[src/rtl/group_scoreboard_pkg.sv]
// Shared constants and helpers for the group register-dependency scoreboard.
// Defaults describe the vanilla RV32 register file.
package group_scoreboard_pkg;

    localparam int RV32_reg_els_gp = 32;
    localparam int group_els_gp    = 4;

    // Width of an index or count; never collapses to zero bits.
    function automatic int safe_clog2(input int n);
        return (n <= 1) ? 1 : $clog2(n);
    endfunction

endpackage

[src/rtl/group_scoreboard_if.sv]
// ID/EXE/writeback-side signal bundle of the group scoreboard.
// The master modport is the pipeline side; the slave modport is the scoreboard.
interface group_scoreboard_if
    import group_scoreboard_pkg::*;
#(
    parameter int els_p            = RV32_reg_els_gp,
    parameter int num_src_port_p   = 2,
    parameter int num_clear_port_p = 1
) ();

    localparam int id_width_lp  = safe_clog2(els_p);
    localparam int cnt_width_lp = safe_clog2(els_p + 1);

    // No ready signals: op_reads_rf_i, op_writes_rf_i, score_i and clear_i are
    // single-cycle valid qualifiers that the scoreboard always accepts; the
    // only back-pressure is dependency_o, which stalls the ID-stage op.
    logic [num_src_port_p-1:0][id_width_lp-1:0]   src_id_i;
    logic [num_src_port_p-1:0]                    src_group_i;
    logic [num_src_port_p-1:0]                    op_reads_rf_i;
    logic [id_width_lp-1:0]                       dest_id_i;
    logic                                         dest_group_i;
    logic                                         op_writes_rf_i;
    logic                                         score_i;
    logic [id_width_lp-1:0]                       score_id_i;
    logic                                         score_group_i;
    logic [num_clear_port_p-1:0]                  clear_i;
    logic [num_clear_port_p-1:0][id_width_lp-1:0] clear_id_i;
    logic                                         dependency_o;
    logic [cnt_width_lp-1:0]                      pending_count_o;
    logic                                         empty_o;

    modport master (
        output src_id_i, src_group_i, op_reads_rf_i,
        output dest_id_i, dest_group_i, op_writes_rf_i,
        output score_i, score_id_i, score_group_i,
        output clear_i, clear_id_i,
        input  dependency_o, pending_count_o, empty_o
    );

    modport slave (
        input  src_id_i, src_group_i, op_reads_rf_i,
        input  dest_id_i, dest_group_i, op_writes_rf_i,
        input  score_i, score_id_i, score_group_i,
        input  clear_i, clear_id_i,
        output dependency_o, pending_count_o, empty_o
    );

endinterface

[src/rtl/group_scoreboard_mask.sv]
// Expands a base register id into a one-hot (scalar) or group_els_p-wide (group)
// register mask; groups wrap modulo els_p and need not be aligned.
module group_scoreboard_mask
    import group_scoreboard_pkg::*;
#(
    parameter int els_p       = RV32_reg_els_gp,
    parameter int group_els_p = group_els_gp,
    parameter bit drop_x0_p   = 1'b0,
    localparam int id_width_lp = safe_clog2(els_p)
) (
    input  logic [id_width_lp-1:0] i_base_id,
    input  logic                   i_group,
    input  logic                   i_v,
    output logic [els_p-1:0]       o_mask
);

    logic [els_p-1:0] w_mask;

    always_comb begin
        logic [id_width_lp-1:0] v_idx;
        w_mask = '0;
        v_idx  = '0;
        for (int k = 0; k < group_els_p; k++) begin
            // els_p is a power of two, so the id-width add wraps the group for free.
            v_idx = i_base_id + id_width_lp'(k);
            if (i_v && ((k == 0) || i_group)) begin
                w_mask[v_idx] = 1'b1;
            end
        end
        if (drop_x0_p) begin
            w_mask[0] = 1'b0;
        end
    end

    assign o_mask = w_mask;

endmodule

[src/rtl/group_scoreboard.sv]
// Register-dependency scoreboard: one pending-write bit per register, scalar or
// group score/read masks, N clear ports, and an outstanding-write count for fences.
module group_scoreboard
    import group_scoreboard_pkg::*;
#(
    parameter int els_p             = RV32_reg_els_gp,
    parameter int num_src_port_p    = 2,
    parameter int num_clear_port_p  = 1,
    parameter int group_els_p       = group_els_gp,
    parameter bit x0_tied_to_zero_p = 1'b0
) (
    input  logic              clk_i,
    input  logic              reset_n_i,
    group_scoreboard_if.slave sb
);

    localparam int id_width_lp  = safe_clog2(els_p);
    localparam int cnt_width_lp = safe_clog2(els_p + 1);

    logic [els_p-1:0]                      r_sb;
    logic [els_p-1:0]                      w_sb_next;
    logic [num_src_port_p-1:0][els_p-1:0]  w_src_mask;
    logic [els_p-1:0]                      w_dest_mask;
    logic [els_p-1:0]                      w_rw_mask;
    logic [els_p-1:0]                      w_score_mask_raw;
    logic [els_p-1:0]                      w_score_mask;
    logic [els_p-1:0]                      w_clear_comb;
    logic                                  w_sb_hit;
    logic                                  w_score_overlap;
    logic                                  w_score_hit;
    logic [cnt_width_lp-1:0]               w_count;

    for (genvar g = 0; g < num_src_port_p; g++) begin : g_src_mask
        group_scoreboard_mask #(
            .els_p       (els_p),
            .group_els_p (group_els_p),
            .drop_x0_p   (1'b0)
        ) u_src_mask (
            .i_base_id (sb.src_id_i[g]),
            .i_group   (sb.src_group_i[g]),
            .i_v       (sb.op_reads_rf_i[g]),
            .o_mask    (w_src_mask[g])
        );
    end

    group_scoreboard_mask #(
        .els_p       (els_p),
        .group_els_p (group_els_p),
        .drop_x0_p   (1'b0)
    ) u_dest_mask (
        .i_base_id (sb.dest_id_i),
        .i_group   (sb.dest_group_i),
        .i_v       (sb.op_writes_rf_i),
        .o_mask    (w_dest_mask)
    );

    // Score mask is built unqualified so the late score_i only gates the final terms.
    group_scoreboard_mask #(
        .els_p       (els_p),
        .group_els_p (group_els_p),
        .drop_x0_p   (x0_tied_to_zero_p)
    ) u_score_mask (
        .i_base_id (sb.score_id_i),
        .i_group   (sb.score_group_i),
        .i_v       (1'b1),
        .o_mask    (w_score_mask_raw)
    );

    assign w_score_mask = sb.score_i ? w_score_mask_raw : '0;

    always_comb begin
        w_rw_mask = w_dest_mask;
        for (int p = 0; p < num_src_port_p; p++) begin
            w_rw_mask = w_rw_mask | w_src_mask[p];
        end
    end

    always_comb begin
        w_clear_comb = '0;
        for (int p = 0; p < num_clear_port_p; p++) begin
            if (sb.clear_i[p]) begin
                w_clear_comb[sb.clear_id_i[p]] = 1'b1;
            end
        end
    end

    // A register retiring this cycle is already forwarded, so it never stalls.
    assign w_sb_hit        = |(w_rw_mask & r_sb & ~w_clear_comb);
    assign w_score_overlap = |(w_rw_mask & w_score_mask_raw);
    assign w_score_hit     = sb.score_i & w_score_overlap;
    assign sb.dependency_o = w_sb_hit | w_score_hit;

    assign w_sb_next = w_score_mask | (r_sb & ~w_clear_comb);

    always_ff @(posedge clk_i or negedge reset_n_i) begin
        if (!reset_n_i) begin
            r_sb <= '0;
        end else begin
            r_sb <= w_sb_next;
        end
    end

    always_comb begin
        w_count = '0;
        for (int i = 0; i < els_p; i++) begin
            w_count = w_count + {{(cnt_width_lp-1){1'b0}}, r_sb[i]};
        end
    end

    assign sb.pending_count_o = w_count;
    assign sb.empty_o         = (r_sb == '0);

    a_score_clear_disjoint : assert property (
        @(posedge clk_i) disable iff (!reset_n_i)
        (w_score_mask & w_clear_comb) == '0
    );

    for (genvar p = 0; p < num_clear_port_p; p++) begin : g_clear_chk_p
        for (genvar q = p + 1; q < num_clear_port_p; q++) begin : g_clear_chk_q
            a_clear_ids_distinct : assert property (
                @(posedge clk_i) disable iff (!reset_n_i)
                !(sb.clear_i[p] && sb.clear_i[q] && (sb.clear_id_i[p] == sb.clear_id_i[q]))
            );
        end
    end

endmodule

[src/flat_wrapper.sv]
// flat-port wrapper written by rule: the top's interface ports become plain ports
module group_scoreboard_flat import group_scoreboard_pkg::*;
#(
    parameter int els_p             = RV32_reg_els_gp,
    parameter int num_src_port_p    = 2,
    parameter int num_clear_port_p  = 1,
    parameter int group_els_p       = group_els_gp,
    parameter bit x0_tied_to_zero_p = 1'b0
)
  (clk_i, reset_n_i, sb_src_id_i, sb_src_group_i, sb_op_reads_rf_i, sb_dest_id_i, sb_dest_group_i, sb_op_writes_rf_i, sb_score_i, sb_score_id_i, sb_score_group_i, sb_clear_i, sb_clear_id_i, sb_dependency_o, sb_pending_count_o, sb_empty_o);
  group_scoreboard_if #(.els_p(els_p), .num_src_port_p(num_src_port_p), .num_clear_port_p(num_clear_port_p)) sb_i ();
  input  logic clk_i;
  input  logic reset_n_i;
  input wire logic [$bits(sb_i.src_id_i)-1:0] sb_src_id_i;
  input wire logic [$bits(sb_i.src_group_i)-1:0] sb_src_group_i;
  input wire logic [$bits(sb_i.op_reads_rf_i)-1:0] sb_op_reads_rf_i;
  input wire logic [$bits(sb_i.dest_id_i)-1:0] sb_dest_id_i;
  input wire logic [$bits(sb_i.dest_group_i)-1:0] sb_dest_group_i;
  input wire logic [$bits(sb_i.op_writes_rf_i)-1:0] sb_op_writes_rf_i;
  input wire logic [$bits(sb_i.score_i)-1:0] sb_score_i;
  input wire logic [$bits(sb_i.score_id_i)-1:0] sb_score_id_i;
  input wire logic [$bits(sb_i.score_group_i)-1:0] sb_score_group_i;
  input wire logic [$bits(sb_i.clear_i)-1:0] sb_clear_i;
  input wire logic [$bits(sb_i.clear_id_i)-1:0] sb_clear_id_i;
  output wire logic [$bits(sb_i.dependency_o)-1:0] sb_dependency_o;
  output wire logic [$bits(sb_i.pending_count_o)-1:0] sb_pending_count_o;
  output wire logic [$bits(sb_i.empty_o)-1:0] sb_empty_o;
  assign sb_i.src_id_i = sb_src_id_i;
  assign sb_i.src_group_i = sb_src_group_i;
  assign sb_i.op_reads_rf_i = sb_op_reads_rf_i;
  assign sb_i.dest_id_i = sb_dest_id_i;
  assign sb_i.dest_group_i = sb_dest_group_i;
  assign sb_i.op_writes_rf_i = sb_op_writes_rf_i;
  assign sb_i.score_i = sb_score_i;
  assign sb_i.score_id_i = sb_score_id_i;
  assign sb_i.score_group_i = sb_score_group_i;
  assign sb_i.clear_i = sb_clear_i;
  assign sb_i.clear_id_i = sb_clear_id_i;
  assign sb_dependency_o = sb_i.dependency_o;
  assign sb_pending_count_o = sb_i.pending_count_o;
  assign sb_empty_o = sb_i.empty_o;
  group_scoreboard #(.els_p(els_p), .num_src_port_p(num_src_port_p), .num_clear_port_p(num_clear_port_p), .group_els_p(group_els_p), .x0_tied_to_zero_p(x0_tied_to_zero_p)) u_core (.clk_i(clk_i), .reset_n_i(reset_n_i), .sb(sb_i));
endmodule
[config.mk]
export PLATFORM = sky130hd
export DESIGN_NAME = group_scoreboard_flat
export DESIGN_NICKNAME = d
export VERILOG_FILES = /design/src/rtl/group_scoreboard_pkg.sv /design/src/rtl/group_scoreboard_if.sv /design/src/rtl/group_scoreboard_mask.sv /design/src/rtl/group_scoreboard.sv /design/src/flat_wrapper.sv
export SDC_FILE = /design/constraint.sdc
export NUM_CORES = 1
export LEC_CHECK = 0
export ABC_CLOCK_PERIOD_IN_PS = 6740
export CORE_MARGIN = 2
export CORE_UTILIZATION = 30
export DETAILED_ROUTE_END_ITERATION = 8
export GPL_TIMING_DRIVEN = 0
export PLACE_DENSITY = 0.46
export SLEW_MARGIN = 20
export SYNTH_ARGS = -nofsm -noshare
export SYNTH_HDL_FRONTEND = slang
export SYNTH_SLANG_ARGS = --single-unit
[constraint.sdc]
create_clock -name clk_i -period 6.74 [get_ports clk_i]
set_input_delay 1.348 -clock clk_i [delete_from_list [all_inputs] [get_ports clk_i]]
set_output_delay 1.348 -clock clk_i [all_outputs]
set_load 0.005 [all_outputs]
* After elaboration in Yosys (flattened, before gate mapping)
Index checks and enable logic that the tools add are counted.
** Word-level totals
- Register bits after elaboration :: 32
- Output and inout port bits :: 8
- Memories :: 0
- Latch bits :: 0
- Word-level logic and storage cells :: 174
- RAM bits :: 0
- Memory bits (read-only) :: 0
** Cells by class
- Multipliers :: 0
- Eq/ne operators :: 0
- Add/sub/neg operators :: 43
- Shift operators :: 0
- Div/mod/pow operators :: 0
- Magnitude comparators :: 34
- Multiplexer cells :: 51
- Reduce and logical (&&, ||, !) cells :: 23
- Bitwise operators :: 22
** Operator list (number)
- 32-bit two-way mux :: 17
- 32-bit bitwise OR :: 15
- 6-bit by 1-bit adder with 6-bit output :: 30
- 32-bit bitwise AND :: 4
- 5-bit by 6-bit less-than comparator with 1-bit output, second input constant :: 17
- 1-bit demux with 5-bit select :: 17
- 5-bit by 1-bit greater-or-equal comparator with 1-bit output, second input constant :: 17
- 32-bit OR reduction :: 2
- 5-bit by 2-bit adder with 5-bit output, second input constant :: 8
- 32-bit logical NOT :: 1
- 32-bit NOT :: 1
- 5-bit by 1-bit adder with 5-bit output, second input constant :: 4
- 1-bit logical AND :: 20
- 1-bit two-way mux :: 17
- 1-bit by 1-bit adder with 2-bit output :: 1
- 1-bit bitwise AND :: 1
- 1-bit bitwise OR :: 1

* Depth between registers and ports, before layout
- Depth after elaboration :: 31
- Depth in mapped cells :: 18

* Cells and area by module
A second synthesis with hierarchy kept.
** Unflattened totals
- Cell total of the unflattened synthesis :: 1202
- Area total of the unflattened synthesis :: 8928.6 µm²
** By module, submodules not included
- group_scoreboard :: cells an instance 327, instances 1, area an instance 3005.4 µm², seq. area each 800.8 µm²
- group_scoreboard_mask (u_core.g_src_mask[0].u_src_mask ...) :: cells an instance 197, instances 2, area an instance 1317.5 µm², seq. area each 0.0 µm²
- group_scoreboard_mask (u_core.u_dest_mask) :: cells an instance 247, instances 1, area an instance 1654.1 µm², seq. area each 0.0 µm²
- group_scoreboard_mask (u_core.u_score_mask) :: cells an instance 234, instances 1, area an instance 1634.1 µm², seq. area each 0.0 µm²

* Worst setup path after synthesis
No wires, ideal clock.
- Path type :: register -> output
- Start point :: reg u_core.r_sb[0]
- End point :: out sb_pending_count_o[4]
- Setup slack :: 0.747 ns
- Cell stages (with the launch flop) :: 16
- Arrival time :: 4.645 ns
- Path buffers :: 0
- Path through :: dfrtp_1 > inv_1 > ha_1 > inv_1 > fa_1 > fa_1 > fa_1 > fa_1 > fa_1 > fa_1 > fa_1 > inv_1 > fa_1 > a21o_1 > a21oi_1 > xnor2_1
** On the way
- Cells in the longest elaborated chain, start to end :: 31
** RTL lines
- from (decl) :: RTL line group_scoreboard.sv:20 : logic [els_p-1:0] r_sb;
- from (signal assigned) :: RTL line group_scoreboard.sv:99 : r_sb <= w_sb_next;
- 1-bit by 1-bit adder with 2-bit output :: RTL line group_scoreboard.sv:106 : w_count = w_count + {{(cnt_width_lp-1){1'b0}}, r_sb[i]};
- 6-bit by 1-bit adder with 6-bit output (30 in series) :: RTL line group_scoreboard.sv:106
- to (decl) :: RTL line flat_wrapper.sv:26 : output wire logic [$bits(sb_i.pending_count_o)-1:0] sb_pending_count_o;
Every way passes these cells.

* Final worst setup path
- Start point :: in sb_src_group_i[0]
- End point :: out sb_dependency_o
** On the way
- Cells in the longest elaborated chain, start to end :: 12
- Elaborated cells on any way between the ends :: 15
- Classes of those cells :: 3 x mux; 9 x bitwise; 3 x reduce/logical
** RTL lines
- from (decl) :: RTL line flat_wrapper.sv:15 : input wire logic [$bits(sb_i.src_group_i)-1:0] sb_src_group_i;
- 1-bit logical AND (*) :: RTL line group_scoreboard_mask.sv:26 : if (i_v && ((k == 0) || i_group)) begin
- 32-bit two-way mux :: RTL line group_scoreboard_mask.sv:26
- 32-bit bitwise OR (no source line)
- 32-bit two-way mux :: RTL line group_scoreboard_mask.sv:26
- 32-bit bitwise OR (no source line)
- 32-bit two-way mux (*) :: RTL line group_scoreboard_mask.sv:26
- 32-bit bitwise OR (*) (2 in series) :: RTL line group_scoreboard.sv:74 : w_rw_mask = w_rw_mask | w_src_mask[p];
- 32-bit bitwise AND (on tied branches) :: RTL line group_scoreboard.sv:88, group_scoreboard.sv:89
- 32-bit bitwise AND / 32-bit OR reduction (equally long branches) :: RTL line group_scoreboard.sv:88, group_scoreboard.sv:89
- 32-bit OR reduction / 1-bit bitwise AND (equally long branches) :: RTL line group_scoreboard.sv:88, group_scoreboard.sv:90
- 1-bit bitwise OR (*) :: RTL line group_scoreboard.sv:91 : assign sb.dependency_o = w_sb_hit | w_score_hit;
- to (decl) :: RTL line flat_wrapper.sv:25 : output wire logic [$bits(sb_i.dependency_o)-1:0] sb_dependency_o;
Mark *: on every way between the ends. The rest lies on a longest branch, timed or not.

==> impl_metrics.json <==
{
  "cts_sinks": 32,
  "io_pins": 44,
  "vias_per_cell": 6.82,
  "violations": "negative setup slack",
  "min_to": "u_core.r_sb[26]$_DFF_PN0_",
  "fillerInstances": 3215,
  "p_sw_w": 0.00233,
  "regArea_um2": 801,
  "startpoint_type": "input port",
  "rows": 63,
  "io_buffer_count": 37,
  "syn_inst": 1353,
  "swShare": 0.459,
  "largest_register_ffs": 32,
  "ctsHoldBuffers": 0,
  "fin_tns_setup_ns": -0.0627,
  "fmax_mhz": 147,
  "routed_wl_mm": 59.6,
  "ir_drop_uv": 1400,
  "powerDensity_nw_per_um2": 446,
  "power_frac_clock": 0.043,
  "h-tree-depth": 2,
  "stdcell_count": 1841,
  "antenna_found_initial": 0,
  "synth-edff-count": 0,
  "synth_seq_cells": 32,
  "areaGrowthSynthToFinish_pct": 27.0,
  "n_antenna_cell": 0,
  "worstReg2RegEnd": "u_core.r_sb[1]$_DFF_PN0_",
  "timing.reg2reg.setup_slack_ns": 5.77,
  "wl_per_cell_um": 32.4,
  "synth_area_um2": 8950,
  "synth_nets": 1430,
  "worstMarginPinSlew_ns": 1.06,
  "status": "finished with violations",
  "vias": 12547,
  "drtIter0Drc": 1617,
  "drc": 0,
  "syn_avg_cell_area_um2": 6.61,
  "chipWidth_um": 177,
  "clock_latency_ns": 0.28,
  "fin_ws_ns": -0.0627,
  "cts_made_buffers": 5,
  "rr_worst_depth": 3,
  "cts_tree": "yes",
  "min_period_ns": 6.80,
  "async_reset_ff_frac": 1.00,
  "slew_headroom": 0.285,
  "clk_path_buf_depth": 2,
  "ant_nets": 0,
  "place_area_um2": 9880,
  "post-route-cell-area_um2": 11400,
  "reg.largest.list": "u_core.r_sb: 32 flops",
  "total_leakage_power_nw": 4.13,
  "cp.arrival_ns": 5.45,
  "ys_top_cells_by_area": "dfrtp_1, nand2_1, fa_1, o21ai_0, nand3_1",
  "top_register": "u_core.r_sb",
  "p_int_w": 0.00274,
  "hold_viol": 0,
  "ys_seq_area_frac": 0.0895,
  "placed_cells": 1784,
  "critPathCaptureType": "output port",
  "drv_slew": 0,
  "grt.total_usage": 0.373,
  "nets": 1528,
  "ys_warn_count": 0,
  "grt-ovfl-total": 0,
  "drt_pre_antenna_iters": 6,
  "utilization": 0.385,
  "design.core.area_um2": 29500,
  "finalSetupViolations": 1,
  "grt_first_pass_wirelength_mm": 84.5,
  "multi_input_area_um2": 8060,
  "path_clk_slew_ns": 0.05,
  "cts-root-buf": "clkbuf_16",
  "place_ws_ns": -1.49,
  "seqPwrFrac": 0.060,
  "crit_path_max_fanout": 10,
  "die_height_um": 177,
  "synth_top_area_share": 0.0895,
  "rsz0062_at_grt": "true",
  "gp_congestion": 1.07,
  "yosysUniqueCellTypes": 86,
  "power_frac_comb": 0.896,
  "crit_start": "sb_src_group_i[0]",
  "ys.flop_type": "dfrtp_1",
  "layout-drive-gt1-share": 0.195,
  "critPathRequiredTime_ns": 5.39,
  "hpwl_mm": 47.2,
  "min_from": "u_core.r_sb[26]$_DFF_PN0_",
  "worstSetupPathType": "in2out",
  "hold_depth": 2,
  "grt_pass1_vias": 11885,
  "start_util": 0.304,
  "r2r_start": "u_core.r_sb[1]$_DFF_PN0_",
  "min_path_type": "reg2reg",
  "grt_max_degree": 32,
  "die_area_um2": 31200,
  "fin_crit_sh": 1.01,
  "skew_ns": 0,
  "drv_cap": 0,
  "synth_largest_area_cell": "dfrtp_1"
}
==> layout make-up <==
cell class | instances | share of cell area
well taps | 390 | 0.0429
clock inverters | 2 | 0.00110
repair buffers | 101 | 0.0795
flip-flops and latches | 32 | 0.0705
clock buffers | 5 | 0.0110
inverters | 64 | 0.0215
plain buffers | 112 | 0.0642
multi-input cells | 1135 | 0.709
==> Yosys cell counts (all sizes together) (8+ instances only) <==
library cell,number
o22ai,48
clkbuf,60
o32ai,19
a2111oi,8
xnor2,14
nor2b,34
buf,62
nor3,70
nand4,32
nand2b,26
nand3b,17
o32a,13
and2,12
xor2,11
nand2,147
a21oi,57
a21o,15
nor4,29
o211ai,20
a22oi,22
a211oi,14
and3,13
a32oi,19
o21ai,93
a31oi,14
fa,24
nor2,98
a2bb2oi,9
ha,17
nor4b,10
or3,15
nor3b,9
inv,64
o31ai,9
o21a,8
dfrtp,32
nand3,75
==> timing repair <==
item                                    in CTS  in global routing
resized for setup                          122                146
cloned                                       0                  1
setup buffers                               33                 26
pin swaps                                   26                 42
endpoints found under the setup margin       6                  5
==> logic make-up after synthesis <==
family	Yosys count	share of synthesized area
AO/OA/AOI/OAI	433	0.338
XOR/XNOR	25	0.0245
adder cells (fa/ha/maj)	41	0.0774
buffers and inverters	186	0.0928
flip-flops	32	0.0895
multiplexers	2	0.00224
AND/OR/NAND/NOR	634	0.375
==> cells in the final DEF (no fill, tap or decap), types with 9 or more instances in the layout <==
| cell | instances |
|---|---|
| nand2_1 | 139 |
| nor2_1 | 96 |
| o21ai_0 | 81 |
| buf_4 | 71 |
| nand3_1 | 69 |
| nor3_1 | 64 |
| inv_1 | 62 |
| a21oi_1 | 50 |
| o22ai_1 | 46 |
| nand4_1 | 32 |
| dfrtp_1 | 32 |
| nor2b_1 | 30 |
| clkbuf_1 | 27 |
| nand2b_1 | 25 |
| buf_2 | 25 |
| nor4_1 | 22 |
| fa_1 | 21 |
| clkdlybuf4s50_1 | 21 |
| o211ai_1 | 20 |
| a22oi_1 | 18 |
| o32ai_1 | 18 |
| buf_6 | 17 |
| nand3b_1 | 17 |
| ha_1 | 16 |
| clkbuf_2 | 15 |
| a21o_1 | 14 |
| a32oi_1 | 13 |
| a211oi_1 | 13 |
| or3_1 | 12 |
| a31oi_1 | 12 |
| and3_1 | 12 |
| o32a_1 | 11 |
| dlymetal6s2s_1 | 11 |
| xnor2_1 | 10 |
| and2_1 | 10 |
| o31ai_1 | 9 |
| nor3b_1 | 9 |
| xor2_1 | 9 |
==> worst max-delay path: stages <==
cell and delay, ns:
clkdlybuf4s50_1 0.41, buf_2 0.19, and4b_2 0.27, buf_4 0.22
and2_4 0.21, nand3_4 0.12, nand4_1 0.33, nor3_4 0.36
o2111ai_1 0.14, or4_4 0.56, or4_4 0.49, or4_4 0.51
dlygate4sd2_1 0.28
==> routing by layer <==
metal	track usage	vias up	part of all wire
met1	0.446	6022	0.37
met3	0.0384	265	0.085
li1	-	5325	-
met4	0.240	0	0.088
met2	0.636	935	0.46
met5	0	-	0
==> stage by stage <==
stage | power (W) | hold slack, ns
4_1_cts | 0.00526 | 0.597
2_1_floorplan | 0.00300 | 0.507
3_3_place_gp | 0.00499 | 0.573
6_report | 0.00507 | 0.610
3_5_place_dp | 0.00497 | 0.581
5_1_grt | 0.00574 | 0.648
==> worst max path at each step <==
| stage | slack, ns | cells past startpoint | end |
|---|---|---|---|
| after floorplan | 0.75 | 15 | sb_pending_count_o[4] |
| after global routing | -0.16 | 15 | sb_dependency_o |
| after CTS | -0.22 | 14 | sb_dependency_o |
| final | -0.06 | 13 | sb_dependency_o |
| after detailed placement | -1.49 | 17 | sb_dependency_o |
| after global placement | -1.95 | 15 | sb_dependency_o |
==> power by group through the flow <==
stage | clock network, W | registers (W) | logic (W)
4_1_cts | 0.000217 | 0.000306 | 0.00474
2_1_floorplan | 0 | 0.000280 | 0.00272
3_5_place_dp | 0 | 0.000311 | 0.00466
5_1_grt | 0.000229 | 0.000311 | 0.00520
3_3_place_gp | 0 | 0.000311 | 0.00468
6_report | 0.000219 | 0.000306 | 0.00454
Note: power is estimated with default switching activity, not from simulation.
